$ cat config.mk
export PLATFORM = sky130hd
export DESIGN_NAME = sc_regbank_random_flat
export DESIGN_NICKNAME = d
export VERILOG_FILES = /design/src/rtl/sc_regbank_random_if.sv /design/src/rtl/sc_regbank_random.sv /design/src/flat_wrapper.sv
export SDC_FILE = /design/constraint.sdc
export NUM_CORES = 1
export LEC_CHECK = 0
export ABC_AREA = 1
export CORE_AREA = 2 2 84 86
export DETAILED_ROUTE_END_ITERATION = 10
export DIE_AREA = 0 0 86 88
export SLEW_MARGIN = 20
export SYNTH_ARGS = -nofsm -noshare
export SYNTH_HDL_FRONTEND = slang
export SYNTH_SLANG_ARGS = --single-unit
$ cat constraint.sdc
create_clock -name SC_REGBANK_CLOCK_50 -period 2.5 [get_ports SC_REGBANK_CLOCK_50]
set_input_delay 0.375 -clock SC_REGBANK_CLOCK_50 [delete_from_list [all_inputs] [get_ports SC_REGBANK_CLOCK_50]]
set_output_delay 0.375 -clock SC_REGBANK_CLOCK_50 [all_outputs]
set_load 0.01 [all_outputs]
$ cat src/rtl/sc_regbank_random_if.sv
// Bus bundle for the random register bank: debounced buttons, mode,
// read select and every observable output of the bank.
interface sc_regbank_random_if #(
    parameter int DATAWIDTH = 8,
    parameter int CHANNELS  = 4,
    parameter int SELW      = 2
);
    logic                 SC_REGBANK_clear_InLow;
    logic                 SC_REGBANK_load_InLow;
    logic                 SC_REGBANK_mode_In;
    logic [SELW-1:0]      SC_REGBANK_rdsel_InBUS;
    logic [DATAWIDTH-1:0] SC_REGBANK_data_OutBUS;
    logic [CHANNELS-1:0]  SC_REGBANK_valid_OutBUS;
    logic [SELW-1:0]      SC_REGBANK_wrptr_OutBUS;
    logic                 SC_REGBANK_full_Out;
    logic [DATAWIDTH-1:0] SC_REGBANK_random_OutBUS;

    // Board side: drives the buttons, mode and select, watches the bank.
    modport master (
        output SC_REGBANK_clear_InLow,
        output SC_REGBANK_load_InLow,
        output SC_REGBANK_mode_In,
        output SC_REGBANK_rdsel_InBUS,
        input  SC_REGBANK_data_OutBUS,
        input  SC_REGBANK_valid_OutBUS,
        input  SC_REGBANK_wrptr_OutBUS,
        input  SC_REGBANK_full_Out,
        input  SC_REGBANK_random_OutBUS
    );

    // Bank side.
    modport slave (
        input  SC_REGBANK_clear_InLow,
        input  SC_REGBANK_load_InLow,
        input  SC_REGBANK_mode_In,
        input  SC_REGBANK_rdsel_InBUS,
        output SC_REGBANK_data_OutBUS,
        output SC_REGBANK_valid_OutBUS,
        output SC_REGBANK_wrptr_OutBUS,
        output SC_REGBANK_full_Out,
        output SC_REGBANK_random_OutBUS
    );
endinterface

$ cat src/rtl/sc_regbank_random.sv
// Multi-channel register bank filled in ring order from an internal
// Fibonacci LFSR. Writes come from a load press or a periodic auto capture;
// a clear press wipes the bank. One channel is read back, registered.
module sc_regbank_random #(
    parameter int                   DATAWIDTH   = 8,
    parameter int                   CHANNELS    = 4,
    parameter int                   SELW        = 2,
    parameter logic [DATAWIDTH-1:0] LFSR_SEED   = 8'hA5,
    parameter logic [DATAWIDTH-1:0] LFSR_TAPS   = 8'hB8,
    parameter int                   AUTO_PERIOD = 16
) (
    input logic                 SC_REGBANK_CLOCK_50,
    input logic                 SC_REGBANK_RESET_InHigh,
    sc_regbank_random_if.slave  bus
);
    localparam int CNTW = (AUTO_PERIOD > 1) ? $clog2(AUTO_PERIOD) : 1;
    localparam logic [CNTW-1:0] CNT_LAST = CNTW'(AUTO_PERIOD - 1);

    typedef enum logic [1:0] {
        IDLE,
        LOAD_HOLD,
        CLEAR_HOLD
    } state_t;

    logic clk;
    logic rst;
    assign clk = SC_REGBANK_CLOCK_50;
    assign rst = SC_REGBANK_RESET_InHigh;

    state_t               state_q, state_d;
    logic [DATAWIDTH-1:0] lfsr_q, lfsr_d;
    logic [CNTW-1:0]      cnt_q, cnt_d;
    logic [DATAWIDTH-1:0] bank_q [CHANNELS];
    logic [DATAWIDTH-1:0] bank_d [CHANNELS];
    logic [CHANNELS-1:0]  valid_q, valid_d;
    logic [SELW-1:0]      wrptr_q, wrptr_d;
    logic                 full_q, full_d;
    logic [DATAWIDTH-1:0] data_q, data_d;

    logic ld_pulse;
    logic clr_pulse;
    logic auto_tick;
    logic wr;
    logic fb;

    // Press FSM: one pulse per press; the pulse is decoded from IDLE and the
    // button so the write lands on the same edge the press is first seen.
    always_comb begin
        state_d   = state_q;
        ld_pulse  = 1'b0;
        clr_pulse = 1'b0;
        case (state_q)
            IDLE: begin
                if (!bus.SC_REGBANK_clear_InLow) begin
                    state_d   = CLEAR_HOLD;
                    clr_pulse = 1'b1;
                end else if (!bus.SC_REGBANK_load_InLow) begin
                    state_d  = LOAD_HOLD;
                    ld_pulse = 1'b1;
                end
            end
            LOAD_HOLD: begin
                if (bus.SC_REGBANK_load_InLow) begin
                    state_d = IDLE;
                end
            end
            CLEAR_HOLD: begin
                if (bus.SC_REGBANK_clear_InLow) begin
                    state_d = IDLE;
                end
            end
            default: begin
                state_d = IDLE;
            end
        endcase
    end

    // LFSR step; a zero state can never advance on its own, so reseed it.
    always_comb begin
        fb = ^(lfsr_q & LFSR_TAPS);
        if (lfsr_q == '0) begin
            lfsr_d = LFSR_SEED;
        end else begin
            lfsr_d = {lfsr_q[DATAWIDTH-2:0], fb};
        end
    end

    // Auto-capture counter: free-runs modulo AUTO_PERIOD only in auto mode.
    always_comb begin
        auto_tick = bus.SC_REGBANK_mode_In && (cnt_q == CNT_LAST);
        if (!bus.SC_REGBANK_mode_In) begin
            cnt_d = '0;
        end else if (auto_tick) begin
            cnt_d = '0;
        end else begin
            cnt_d = cnt_q + CNTW'(1);
        end
    end

    // Bank update: clear beats any write; a coincident press and tick still
    // make a single write and a single pointer step.
    always_comb begin
        bank_d  = bank_q;
        valid_d = valid_q;
        wrptr_d = wrptr_q;
        wr      = (ld_pulse || auto_tick) && !clr_pulse;
        if (clr_pulse) begin
            for (int i = 0; i < CHANNELS; i++) begin
                bank_d[i] = '0;
            end
            valid_d = '0;
            wrptr_d = '0;
        end else if (wr) begin
            bank_d[wrptr_q]  = lfsr_q;
            valid_d[wrptr_q] = 1'b1;
            wrptr_d          = wrptr_q + SELW'(1);
        end
        full_d = &valid_d;
        data_d = bank_q[bus.SC_REGBANK_rdsel_InBUS];
    end

    // All state registers, with a synchronous reset that overrides everything.
    always_ff @(posedge clk) begin
        if (rst) begin
            state_q <= IDLE;
            lfsr_q  <= LFSR_SEED;
            cnt_q   <= '0;
            for (int i = 0; i < CHANNELS; i++) begin
                bank_q[i] <= '0;
            end
            valid_q <= '0;
            wrptr_q <= '0;
            full_q  <= 1'b0;
            data_q  <= '0;
        end else begin
            state_q <= state_d;
            lfsr_q  <= lfsr_d;
            cnt_q   <= cnt_d;
            bank_q  <= bank_d;
            valid_q <= valid_d;
            wrptr_q <= wrptr_d;
            full_q  <= full_d;
            data_q  <= data_d;
        end
    end

    assign bus.SC_REGBANK_data_OutBUS   = data_q;
    assign bus.SC_REGBANK_valid_OutBUS  = valid_q;
    assign bus.SC_REGBANK_wrptr_OutBUS  = wrptr_q;
    assign bus.SC_REGBANK_full_Out      = full_q;
    assign bus.SC_REGBANK_random_OutBUS = lfsr_q;
endmodule

$ cat src/flat_wrapper.sv
// flat-port wrapper written by rule: the top's interface ports become plain ports
module sc_regbank_random_flat 
#(
    parameter int                   DATAWIDTH   = 8,
    parameter int                   CHANNELS    = 4,
    parameter int                   SELW        = 2,
    parameter logic [DATAWIDTH-1:0] LFSR_SEED   = 8'hA5,
    parameter logic [DATAWIDTH-1:0] LFSR_TAPS   = 8'hB8,
    parameter int                   AUTO_PERIOD = 16
)
  (SC_REGBANK_CLOCK_50, SC_REGBANK_RESET_InHigh, bus_SC_REGBANK_clear_InLow, bus_SC_REGBANK_load_InLow, bus_SC_REGBANK_mode_In, bus_SC_REGBANK_rdsel_InBUS, bus_SC_REGBANK_data_OutBUS, bus_SC_REGBANK_valid_OutBUS, bus_SC_REGBANK_wrptr_OutBUS, bus_SC_REGBANK_full_Out, bus_SC_REGBANK_random_OutBUS);
  sc_regbank_random_if #(.DATAWIDTH(DATAWIDTH), .CHANNELS(CHANNELS), .SELW(SELW)) bus_i ();
  input logic SC_REGBANK_CLOCK_50;
  input logic SC_REGBANK_RESET_InHigh;
  input wire logic [$bits(bus_i.SC_REGBANK_clear_InLow)-1:0] bus_SC_REGBANK_clear_InLow;
  input wire logic [$bits(bus_i.SC_REGBANK_load_InLow)-1:0] bus_SC_REGBANK_load_InLow;
  input wire logic [$bits(bus_i.SC_REGBANK_mode_In)-1:0] bus_SC_REGBANK_mode_In;
  input wire logic [$bits(bus_i.SC_REGBANK_rdsel_InBUS)-1:0] bus_SC_REGBANK_rdsel_InBUS;
  output wire logic [$bits(bus_i.SC_REGBANK_data_OutBUS)-1:0] bus_SC_REGBANK_data_OutBUS;
  output wire logic [$bits(bus_i.SC_REGBANK_valid_OutBUS)-1:0] bus_SC_REGBANK_valid_OutBUS;
  output wire logic [$bits(bus_i.SC_REGBANK_wrptr_OutBUS)-1:0] bus_SC_REGBANK_wrptr_OutBUS;
  output wire logic [$bits(bus_i.SC_REGBANK_full_Out)-1:0] bus_SC_REGBANK_full_Out;
  output wire logic [$bits(bus_i.SC_REGBANK_random_OutBUS)-1:0] bus_SC_REGBANK_random_OutBUS;
  assign bus_i.SC_REGBANK_clear_InLow = bus_SC_REGBANK_clear_InLow;
  assign bus_i.SC_REGBANK_load_InLow = bus_SC_REGBANK_load_InLow;
  assign bus_i.SC_REGBANK_mode_In = bus_SC_REGBANK_mode_In;
  assign bus_i.SC_REGBANK_rdsel_InBUS = bus_SC_REGBANK_rdsel_InBUS;
  assign bus_SC_REGBANK_data_OutBUS = bus_i.SC_REGBANK_data_OutBUS;
  assign bus_SC_REGBANK_valid_OutBUS = bus_i.SC_REGBANK_valid_OutBUS;
  assign bus_SC_REGBANK_wrptr_OutBUS = bus_i.SC_REGBANK_wrptr_OutBUS;
  assign bus_SC_REGBANK_full_Out = bus_i.SC_REGBANK_full_Out;
  assign bus_SC_REGBANK_random_OutBUS = bus_i.SC_REGBANK_random_OutBUS;
  sc_regbank_random #(.DATAWIDTH(DATAWIDTH), .CHANNELS(CHANNELS), .SELW(SELW), .LFSR_SEED(LFSR_SEED), .LFSR_TAPS(LFSR_TAPS), .AUTO_PERIOD(AUTO_PERIOD)) u_core (.SC_REGBANK_CLOCK_50(SC_REGBANK_CLOCK_50), .SC_REGBANK_RESET_InHigh(SC_REGBANK_RESET_InHigh), .bus(bus_i));
endmodule
=== Word level (Yosys, flattened, before mapping) ===
Index checks and enable logic that the tools add are counted.

* Register bits after elaboration: 61
* Bits in latches: 0
* Bits of input ports: 7
* Word-level logic and storage cells: 62
* Memory bits (writable): 0
* Memories: 0
* Bits in read-only memories: 0
* Output and inout port bits: 23

* Reductions and logical operators: 14
* Bitwise logic cells: 4
* Add/subtract/negate cells: 2
* $mul: 0
* Div/mod/pow operators: 0
* Shift operators: 0
* Magnitude comparators: 5
* Equality and inequality tests: 6
* Mux-type cells: 20

{| class="wikitable"
|+ Operators by type and width
! cell !! count
|-
| 32-bit bitwise mux || 1
|-
| 8-bit 2-to-1 mux || 3
|-
| 8-bit binary-select mux with 2-bit select || 1
|-
| 8-bit demux with 2-bit select || 1
|-
| 8-bit zero test || 1
|-
| 2-bit 2-to-1 mux || 4
|-
| 4-bit 2-to-1 mux || 2
|-
| 8-bit XOR reduction || 1
|-
| 3-bit greater-or-equal comparator, second input constant || 2
|-
| 1-bit 2-to-1 mux || 6
|-
| 2-bit NOT with 3-bit output || 2
|-
| 2-bit case mux with 3 select lines || 1
|-
| 4-bit by 1-bit adder with 4-bit output, second input constant || 1
|-
| 4-bit equality test, second input constant || 1
|-
| 1-bit logical AND || 4
|-
| 2-bit inequality test, second input constant || 2
|-
| 4-bit bitwise OR || 1
|-
| 4-bit AND reduction || 1
|-
| 2-bit OR reduction || 2
|-
| 2-bit by 3-bit less-than comparator with 1-bit output, second input constant || 1
|-
| 3-bit by 1-bit less-than comparator with 1-bit output, second input constant || 1
|-
| 3-bit inequality test, second input constant || 1
|-
| 3-bit AND reduction || 1
|-
| 3-bit OR reduction || 1
|-
| other kinds (9) || 9
|}

=== Longest topological paths before layout ===
Gate-level depths: netlist (run 1).

* Depth after elaboration: 8
* Depth in mapped cells: 10

=== Worst setup path after synthesis (run 1) ===
OpenSTA, ideal clock, no wires.

* Path type: register to register
* From: reg u_core.cnt_q[0]
* To: reg u_core.bank_q[8] (netlist bit)
* Library setup time: 0.070 ns
* Arrival time: 1.217 ns
* Required time: 2.430 ns
* Stages on the path, launching flop included: 10
* Buffers on the path: 2
* Slack: 1.214 ns
* Cell sequence: dfxtp_1 > ha_1 > nand2_1 > inv_1 > nand2_4 > nand2_8 > buf_12 > buf_12 > nand4_1 > a21oi_1

* Longest elaborated chain between the ends: 4

{| class="wikitable"
|+ RTL lines
! item !! RTL line !! text
|-
| start: declaration || sc_regbank_random.sv:32 || <nowiki>logic [CNTW-1:0] cnt_q, cnt_d;</nowiki>
|-
| start signal: assignment || sc_regbank_random.sv:138 || <nowiki>cnt_q <= cnt_d;</nowiki>
|-
| 4-bit equality test || sc_regbank_random.sv:90 || <nowiki>auto_tick = bus.SC_REGBANK_mode_In && (cnt_q == CNT_LAST);</nowiki>
|-
| 1-bit logical AND || sc_regbank_random.sv:90 ||
|-
| 1-bit logical OR || sc_regbank_random.sv:106 || <nowiki>wr = (ld_pulse || auto_tick) && !clr_pulse;</nowiki>
|-
| 1-bit logical AND || sc_regbank_random.sv:106 ||
|-
| end signal: assignment || sc_regbank_random.sv:139 || <nowiki>bank_q <= bank_d;</nowiki>
|-
| end: declaration || sc_regbank_random.sv:33 || <nowiki>logic [DATAWIDTH-1:0] bank_q [CHANNELS];</nowiki>
|}

No other way between the ends.
A chain may end at the register's enable or synchronous reset.

=== Worst setup path after layout (run 1) ===
* From: reg u_core.lfsr_q[6] (netlist: u_core.bus.SC_REGBANK_random_OutBUS[6])
* To: out bus_SC_REGBANK_random_OutBUS[6]

{| class="wikitable"
|+ RTL lines
! item !! RTL line !! text
|-
| start: declaration || sc_regbank_random.sv:31 || <nowiki>logic [DATAWIDTH-1:0] lfsr_q, lfsr_d;</nowiki>
|-
| start signal: assignment || sc_regbank_random.sv:137 || <nowiki>lfsr_q <= lfsr_d;</nowiki>
|-
| end: declaration || flat_wrapper.sv:23 || <nowiki>output wire logic [$bits(bus_i.SC_REGBANK_random_OutBUS)-1:0] bus_SC_REGBANK_random_OutBUS;</nowiki>
|}

No word-level cell between the ends.

==> impl_results.md, run 1 <==
- Hold WC Path Type: reg2reg
- Initial antenna violation count: 0
- Worst-Skew Late Latency: 0.33 ns
- WHS Endpoint: u_core.cnt_q[0]
- Syn-to-layout area delta: 19.8%
- Fin util: 47.2%
- Setup Buffers After CTS: 0
- Final HPWL DP: a little under 4000 um
- Worst EP required: 2.12 ns
- ANT cells: 0
- Critical path peak fanout: 7
- Status: complete, no violations
- Drt pass-1 iters: 4
- Final setup fails: 0
- Clock sinks: 61
- Overall power: 2.21 mW
- Max-cap violations: 0
- Crit path DAT: 1.47 ns
- R2r setup slk: 0.96 ns
- DRC viols: 0
- H-tree Lvls: 3
- Lkg Pwr: 1.34 nW
- Synth cell types: 27
- DIE AREA: 7570 um^2
- Hold path depth: 1
- Die Ht: 88 um
- Place WS: a little under 0.5 ns
- Placed inst area: about 2900 um^2
- Placed cells: between 400 and 500
- Yosys reg bits: roughly 60
- Commonest non-fill, non-tap cells in the layout: nand2_1, dfxtp_1, a21oi_1, nor2_1, inv_1
- Peak Freq: 0.541 GHz
- Unrepaired setup endpoints after global routing: no
- Clk_skew: 0.00427 ns
- Critical-path cell list: clkdlybuf4s50_1
- Final period utilization: about three quarters
- Hold_buf cts: 0
- Worst-path cell with the longest stage delay: clkdlybuf4s50_1
- Rel. slew slack: roughly three fifths
- First-pass GRT wire length: 9760 um
- Fraction of layout cells with a size suffix above 1: under 10%
- Vias in the first global route: slightly above 2k
- Worst Hold Launch: u_core.cnt_q[0]
- GPL Wtd Cong: 0.775
- Layout Nets: approximately 370
- Syn avg cell area: 7.95 um^2
- Post-Syn Instances: 329
- Core ar.: 6640 um^2
- Slowest cell delay on critical path: just over 0.6 ns
- Crit path time final: 1.85 ns
- Detail Route Antenna Nets: 0
- Pwr/cell area: 705 nW/um^2
- Synth Net Count: roughly 340
- Final WL: 5750 um
- Overflow after GRT: 0
- Worst vdd ir: about 0.28 mV
- Fin worst setup slack: 0.651 ns
- Startpoint types: flip-flop
- Iteration-0 DRC Markers: 110
- RR Endpoint: u_core.bus.SC_REGBANK_full_Out
- Slew @ Worst Pin: around 0.6 ns
- Commonest non-fill, non-tap cell in the layout: nand2_1
- CTS tree: done
- Post-synthesis sequential area ratio: 46.7%
- Buf/Inv on CP: 1
- Worst setup EP type: output pin
- Vias: 2166
- Die Wd: 86 um
- IO Pins: 30
- Avg WL per Cell: roughly 13 um
- R2R depth: 9
- Clock transition at path regs: ~0.070 ns
- Worst hold margin: roughly 0.45 ns
- CTS resizes: 0
- Number of placement rows: 30
- Warnings, synthesis: 0
- Cts bufs inserted: 9
- Setup TNS: 0 ns
- FF-to-FF Start: u_core.cnt_q[0]
- Post-route cell area: between 3000 and 4000 um^2
- Vias per Instance: 4.92
- GRT Util Overall: 17.0%
- Clk root buf: clkbuf_8
- Critical path class: reg2out
- Largest net degree at the start of global routing: 24
- Hold Vio Cnt, Final: 0
- Initial Util: between 30% and 40%
- Mapped cell area: between 2000 and 3000 um^2
- Top cell family by delay on the critical path: buffers and inverters
- Clock Tree Buf Depth: 2
- Post-Layout Cell Count: 440
- IO Port Bufs: 29
- Max Slew Vio Count: 0
[power breakdown]
part,switching (mW),internal [mW]
registers,0.0382,1.00
logic,0.110,0.0805
clock network,0.382,0.597
total,0.531,1.68
[kinds of logic (layout without fill, tap and decap cells)]
logic type	Yosys count	count (layout)	share of synthesized area (%)
buf+inv	51	82	9.71
simple gates	153	153	28.8
flops	61	61	46.7
fa+ha+maj	6	6	2.87
compound gates	57	57	11.6
xor+xnor	1	1	0.335
[cell type report]
cell class / count / area, um^2
Fill cell: 656 / 3510
Sequential cell: 61 / 1220
Multi-Input combinational cell: 217 / 1140
Timing Repair Buffer: 32 / 313
Clock buffer: 14 / 193
Inverter: 34 / 128
Tap cell: 80 / 100
Clock inverter: 2 / 37.5
[routing by layer]
metal | GRT usage [%] | part of all wire (%)
met1 | 21.5 | 47
met2 | 27.1 | 45
met3 | 4.90 | 6.1
met4 | 7.50 | 2.1
met5 | 0 | 0
[worst max path at each step]
stage / start / cells after the start / endpoint
after floorplan: u_core.cnt_q[0] / 9 / u_core.bank_q[8]
after global placement: bus_SC_REGBANK_clear_InLow / 7 / u_core.bus.SC_REGBANK_wrptr_OutBUS[1]
after detailed placement: bus_SC_REGBANK_clear_InLow / 7 / u_core.bus.SC_REGBANK_wrptr_OutBUS[0]
after CTS: u_core.bus.SC_REGBANK_random_OutBUS[6] / 1 / bus_SC_REGBANK_random_OutBUS[6]
after global routing: u_core.bus.SC_REGBANK_random_OutBUS[6] / 1 / bus_SC_REGBANK_random_OutBUS[6]
final: u_core.bus.SC_REGBANK_random_OutBUS[6] / 1 / bus_SC_REGBANK_random_OutBUS[6]
[synth_stat cells]
library cell / instances / share of area, %
buf_6: 2 / 0.86
clkbuf_1: 5 / 0.72
o21ai_0: 12 / 2.3
or2_2: 1 / 0.24
nor2_1: 36 / 5.2
nand4_1: 16 / 3.8
nor2_4: 2 / 0.86
nor4_4: 1 / 0.81
nand2_8: 1 / 0.77
buf_2: 6 / 1.1
inv_2: 2 / 0.29
or2_1: 1 / 0.24
nand3_1: 4 / 0.77
buf_4: 2 / 0.57
inv_1: 32 / 4.6
ha_1: 6 / 2.9
nor3_1: 7 / 1.3
buf_12: 2 / 1.5
xnor2_1: 1 / 0.33
nand2_1: 75 / 11
a21oi_1: 38 / 7.3
nand3_2: 2 / 0.77
nand2_4: 4 / 1.7
nor2_2: 1 / 0.24
nand3_4: 2 / 1.3
dfxtp_1: 61 / 47
o211ai_1: 7 / 2.0
[flip-flops by register name, summed over array words and instances (netlist names)]
| register | count |
|---|---|
| u_core.bank_q | 32 |
| u_core.bus.SC_REGBANK_data_OutBUS | 8 |
| u_core.bus.SC_REGBANK_full_Out | 1 |
| u_core.bus.SC_REGBANK_random_OutBUS | 8 |
| u_core.bus.SC_REGBANK_valid_OutBUS | 4 |
| u_core.bus.SC_REGBANK_wrptr_OutBUS | 2 |
| u_core.cnt_q | 4 |
| u_core.state_q | 2 |
Power figures use the tool's default switching activity.
==> run 2, diff against run 1 <==
==> constraint.sdc (replaced) <==
create_clock -name SC_REGBANK_CLOCK_50 -period 1.63 [get_ports SC_REGBANK_CLOCK_50]
set_input_delay 0.2445 -clock SC_REGBANK_CLOCK_50 [delete_from_list [all_inputs] [get_ports SC_REGBANK_CLOCK_50]]
set_output_delay 0.2445 -clock SC_REGBANK_CLOCK_50 [all_outputs]
set_load 0.01 [all_outputs]
==> run 2 against run 1 <==
Total power up 51%; clock skew up 0.0026 ns; global-route usage down 0.13 points; first-iteration DRC count down 5.5%; final cell count up 3.6%; sequential cell count unchanged; hold slack better by 0.0065 ns; critical path depth unchanged; register-to-register slack worse by 0.77 ns; critical endpoint is now bus_SC_REGBANK_random_OutBUS[7]; highest routed layer unchanged.
==> impl_results.md, run 2 (same netlist as run 1, synthesis figures left out) <==
- Status: complete, no violations
- Worst vdd ir: 0.431 mV
- Worst Hold Launch: u_core.cnt_q[0]
- Layout Nets: approximately 380
- Critical path peak fanout: 7
- Cts bufs inserted: 9
- Initial antenna violation count: 0
- Worst-Skew Late Latency: 0.34 ns
- Overflow after GRT: 0
- Die Wd: 86 um
- Seq pwr share: 47.0%
- Fraction of layout cells with a size suffix above 1: 14.4%
- Worst hold margin: ~0.46 ns
- CTS tree: done
- Core ar.: 6640 um^2
- Avg WL per Cell: roughly 13 um
- Clk_skew: 0.00685 ns
- Commonest non-fill, non-tap cells in the layout: nand2_1, dfxtp_1, a21oi_1, nor2_1, inv_1
- ANT cells: 0
- Commonest non-fill, non-tap cell in the layout: nand2_1
- Syn-to-layout area delta: 24.8%
- Vias in the first global route: 1968
- Number of placement rows: 30
- Detail Route Antenna Nets: 0
- H-tree Lvls: 3
- Rel. slew slack: between 70% and 80%
- First-pass GRT wire length: approximately 9600 um
- Worst EP required: 1.39 ns
- Critical path class: reg2out
- Crit path DAT: 1.34 ns
- Vias: 2173
- Filler cells: 646
- Startpoint types: flip-flop
- Clock power frac: approximately two fifths
- Top cell family by delay on the critical path: buffers and inverters
- Hold Vio Cnt, Final: 0
- Setup TNS: 0 ns
- Die Ht: between 80 and 90 um
- Fin util: between 40% and 50%
- DIE AREA: 7570 um^2
- Unrepaired setup endpoints after global routing: no
- Hold WC Path Type: reg2reg
- Place WS: -0.0423 ns
- Peak Freq: ~0.63 GHz
- Final WL: 5730 um
- Final HPWL DP: between 4000 and 5000 um
- Max-cap violations: 0
- Critical-path cell list: clkdlybuf4s50_1
- Clock transition at path regs: 0.07 ns
- Crit path time final: about 1.6 ns
- Largest net degree at the start of global routing: 22
- Clock Tree Buf Depth: 2
- Worst-path cell with the longest stage delay: clkdlybuf4s50_1
- Combinational power share: 10.9%
- Lkg Pwr: 1.42 nW
- Final period utilization: 96.9%
- GPL Wtd Cong: about 0.81
- Critical Path Source: u_core.bus.SC_REGBANK_random_OutBUS[7]
- Iteration-0 DRC Markers: 104
- Sw Share: 24.3%
- Most flops, register: u_core.bank_q
- Slowest cell delay on critical path: 0.57 ns
- Max FFs per register: 32
- Sw power: 0.811 mW
- Initial Util: 39.4%
- FF-to-FF Start: u_core.cnt_q[0]
- GRT Util Overall: around 17%
- Buf/Inv on CP: 1
- Max Slew Vio Count: 0
- Fin worst setup slack: 0.0503 ns
- Clock sinks: 61
- Pwr/cell area: 1020 nW/um^2
- Clk root buf: clkbuf_8
- Setup Buffers After CTS: 0
- IO Port Bufs: 29
- Worst setup EP type: output pin
- Slew @ Worst Pin: roughly 0.40 ns
- IO Pins: 30
- DRC viols: 0
- Final setup fails: 0
- Drt pass-1 iters: 4
- Hold_buf cts: 0
- Vias per Instance: 4.77
- Internal power: 2.53 mW
-- run 2: changes by cell type in the layout (fill, tap and decap cells not counted) --
| cell | previous run | this run |
|---|---|---|
| buf_4 | 3 | 17 |
| dfxtp_1 | 61 | 57 |
| dfxtp_2 | 0 | 4 |
| buf_12 | 0 | 2 |
| clkbuf_8 | 14 | 12 |
| clkbuf_1 | 0 | 1 |
| clkinv_2 | 0 | 1 |
-- run 2: layout make-up --
type	count	area, um^2	area share (%)
well taps	80	100	3.07
clock buffers	13	169	5.17
multi-input cells	217	1140	35.0
flip-flops and latches	61	1230	37.6
repair buffers	48	458	14.0
clock inverters	3	42.5	1.30
inverters	34	128	3.91
-- run 2: repair_timing --
item,in CTS,in global routing
hold endpoints to repair,0,0
gates cloned,0,0
resized for setup,3,1
endpoints found under the setup margin,3,1
-- run 2: worst paths after layout --
path                                                         to  slack (ns)  cells past startpoint
worst min register to register                  u_core.cnt_q[0]        0.46                      1
worst min-delay path                            u_core.cnt_q[0]        0.46                      1
worst max-delay path            bus_SC_REGBANK_random_OutBUS[7]        0.05                      1
worst max register to register   u_core.bus.SC_REGBANK_full_Out        0.19                      9
-- run 2: metal layers --
layer	routed length [um]	up-vias	GRT usage [%]	share of wire [%]
met5	0	-	0	0
met4	116	0	8.23	2.0
met3	207	11	3.77	3.6
met2	2640	43	26.4	46
met1	2770	965	22.0	48
li1	-	1154	-	-
-- run 2: power by group through the flow --
stage / Sequential (mW) / Clock, mW / Combinational (mW)
after CTS: 1.57 / 1.45 / 0.368
after global placement: 1.60 / 0 / 0.364
after floorplan: 1.62 / 0 / 0.183
after global routing: 1.58 / 1.52 / 0.400
final: 1.57 / 1.40 / 0.365
after detailed placement: 1.60 / 0 / 0.367
-- run 2: through the flow --
step	instance area [um^2]	total power, mW	instances
after floorplan	2620	1.80	329
after global placement	3050	1.97	440
after detailed placement	3050	1.97	440
after CTS	3260	3.39	456
after global routing	3260	3.50	456
final	3260	3.34	456
==> run 3, diff against run 2 <==
--- a/config.mk
+++ b/config.mk
@@ -6,9 +6,10 @@
 export NUM_CORES = 1
 export LEC_CHECK = 0
 export ABC_AREA = 1
-export CORE_AREA = 2 2 84 86
+export CAP_MARGIN = 10
+export CORE_AREA = 2 2 118 63
 export DETAILED_ROUTE_END_ITERATION = 10
-export DIE_AREA = 0 0 86 88
+export DIE_AREA = 0 0 120 65
 export SLEW_MARGIN = 20
 export SYNTH_ARGS = -nofsm -noshare
 export SYNTH_HDL_FRONTEND = slang
==> constraint.sdc (replaced) <==
create_clock -name SC_REGBANK_CLOCK_50 -period 1.63 [get_ports SC_REGBANK_CLOCK_50]
set_input_delay 0.4075 -clock SC_REGBANK_CLOCK_50 [delete_from_list [all_inputs] [get_ports SC_REGBANK_CLOCK_50]]
set_output_delay 0.4075 -clock SC_REGBANK_CLOCK_50 [all_outputs]
set_load 0.01 [all_outputs]
==> run 3 against run 2 <==
Clock skew rose by 0.0010 ns; total power rose by 21%; routed wire length increased by 18%; largest cell class unchanged; critical path depth is the same; worst setup slack got worse by 0.017 ns; non-clock buffer count rose by 6; via count is 6.6% higher; cell area grew 7.4%; sequential power barely moved; sequential cell count unchanged.
==> impl_results.md, run 3 (same netlist as run 1, synthesis figures left out) <==
- Status: complete, no violations
- Fin util: 50.7%
- Startpoint types: flip-flop
- Clk root buf: clkbuf_16
- GPL Wtd Cong: ~0.8
- Placed inst area: 3120 um^2
- Fin worst setup slack: 0.0333 ns
- Worst hold margin: about 0.45 ns
- Critical-path cell list: clkdlybuf4s50_1
- IO Port Bufs: 29
- Syn-to-layout area delta: 34.0%
- Slew @ Worst Pin: about 0.37 ns
- Worst-path cell with the longest stage delay: clkdlybuf4s50_1
- Die Ht: 65 um
- Final WL: just under 7000 um
- Layout Nets: approximately 390
- Critical path peak fanout: 2
- Crit path DAT: 1.19 ns
- CTS tree: done
- Vias per Instance: 4.84
- Commonest non-fill, non-tap cells in the layout: nand2_1, dfxtp_1, a21oi_1, nor2_1, inv_1
- Pwr/cell area: 1150 nW/um^2
- Initial Util: 37.9%
- DRC viols: 0
- Die Wd: 120 um
- Vias: approximately 2.3k
- Top cell family by delay on the critical path: buffers and inverters
- Max Slew Vio Count: 0
- Final setup fails: 0
- Place WS: -0.206 ns
- Fraction of layout cells with a size suffix above 1: between 15 and 20%
- First-pass GRT wire length: 11000 um
- Clock transition at path regs: 0.05 ns
- Max FFs per register: 32
- H-tree Lvls: 3
- Initial antenna violation count: 0
- IO Pins: 30
- Commonest non-fill, non-tap cell in the layout: nand2_1
- Placed cells: 460
- Post-route cell area: 3510 um^2
- Worst EP required: 1.22 ns
- Clock Tree Buf Depth: 2
- Final period utilization: between 90% and 100%
- Core ar.: 6910 um^2
- Overall power: 4.04 mW
- Final HPWL DP: 4490 um
- Critical path class: reg2out
- Worst setup EP type: output pin
- Drt pass-1 iters: 4
- Footprint of the multi-input gates: 1170 um^2
- Largest net degree at the start of global routing: 33
- Hold Vio Cnt, Final: 0
- Cts bufs inserted: 9
- GRT Util Overall: 18.7%
- Worst vdd ir: approximately 0.49 mV
- Slowest cell delay on critical path: 0.53 ns
- ANT cells: 0
- Clock sinks: slightly above 60
- DIE AREA: between 7000 and 8000 um^2
- Hold_buf cts: 0
- Filler cells: 682
- Buf/Inv on CP: 1
- Most flops, register: u_core.bank_q
- Crit path time final: approximately 1.6 ns
- Register Area: 1220 um^2
- Clk_skew: between 0.007 and 0.008 ns
- Lkg Pwr: 1.58 nW
- Rel. slew slack: 75.1%
- Max-cap violations: 0
- Hold WC Path Type: reg2reg
- Detail Route Antenna Nets: 0
- Unrepaired setup endpoints after global routing: no
- Post-Layout Cell Count: 479
- Setup TNS: 0 ns
- Iteration-0 DRC Markers: around 150
- Peak Freq: 0.626 GHz
- Worst-Skew Late Latency: 0.33 ns
- Overflow after GRT: 0
- Vias in the first global route: 2204
- Avg WL per Cell: about 14 um
- Number of placement rows: 22
run 3: final cells by class:
cell class                      count  share of cell area [%]
Clock buffer                       12                    7.32
Multi-Input combinational cell    218                    33.3
Sequential cell                    61                    34.9
Inverter                           34                    3.64
Tap cell                           96                    3.43
Timing Repair Buffer               54                    15.5
Clock inverter                      4                    2.00
run 3: worst paths after layout:
| kind | endpoint | start | cells after the start | slack [ns] |
|---|---|---|---|---|
| worst max-delay path | bus_SC_REGBANK_valid_OutBUS[2] | u_core.bus.SC_REGBANK_valid_OutBUS[2] | 1 | 0.03 |
| worst min-delay path | u_core.cnt_q[0] | u_core.cnt_q[0] | 1 | 0.45 |
| worst max register to register | u_core.bank_q[5] | u_core.cnt_q[0] | 8 | 0.14 |
| worst min register to register | u_core.cnt_q[0] | u_core.cnt_q[0] | 1 | 0.45 |
run 3: report_power, final:
group	total, mW	switching (mW)	leakage, nW	internal [mW]
clock network	2.07	0.651	0.163	1.42
registers	1.57	0.0293	0.496	1.54
logic	0.407	0.233	0.925	0.175
total	4.04	0.913	1.58	3.13
run 3: timing repair:
action,4_1_cts,5_1_grt
resized for setup,10,7
setup endpoints to repair,9,5
cloned,0,1
buffers inserted,0,2
run 3: metal layers:
layer | GRT usage (%) | wire length (um) | vias to the layer above
li1 | - | - | 1172
met1 | 27.0 | 3420 | 1049
met2 | 25.4 | 2640 | 84
met3 | 5.99 | 619 | 12
met4 | 7.21 | 99 | 0
met5 | 0 | 0 | -
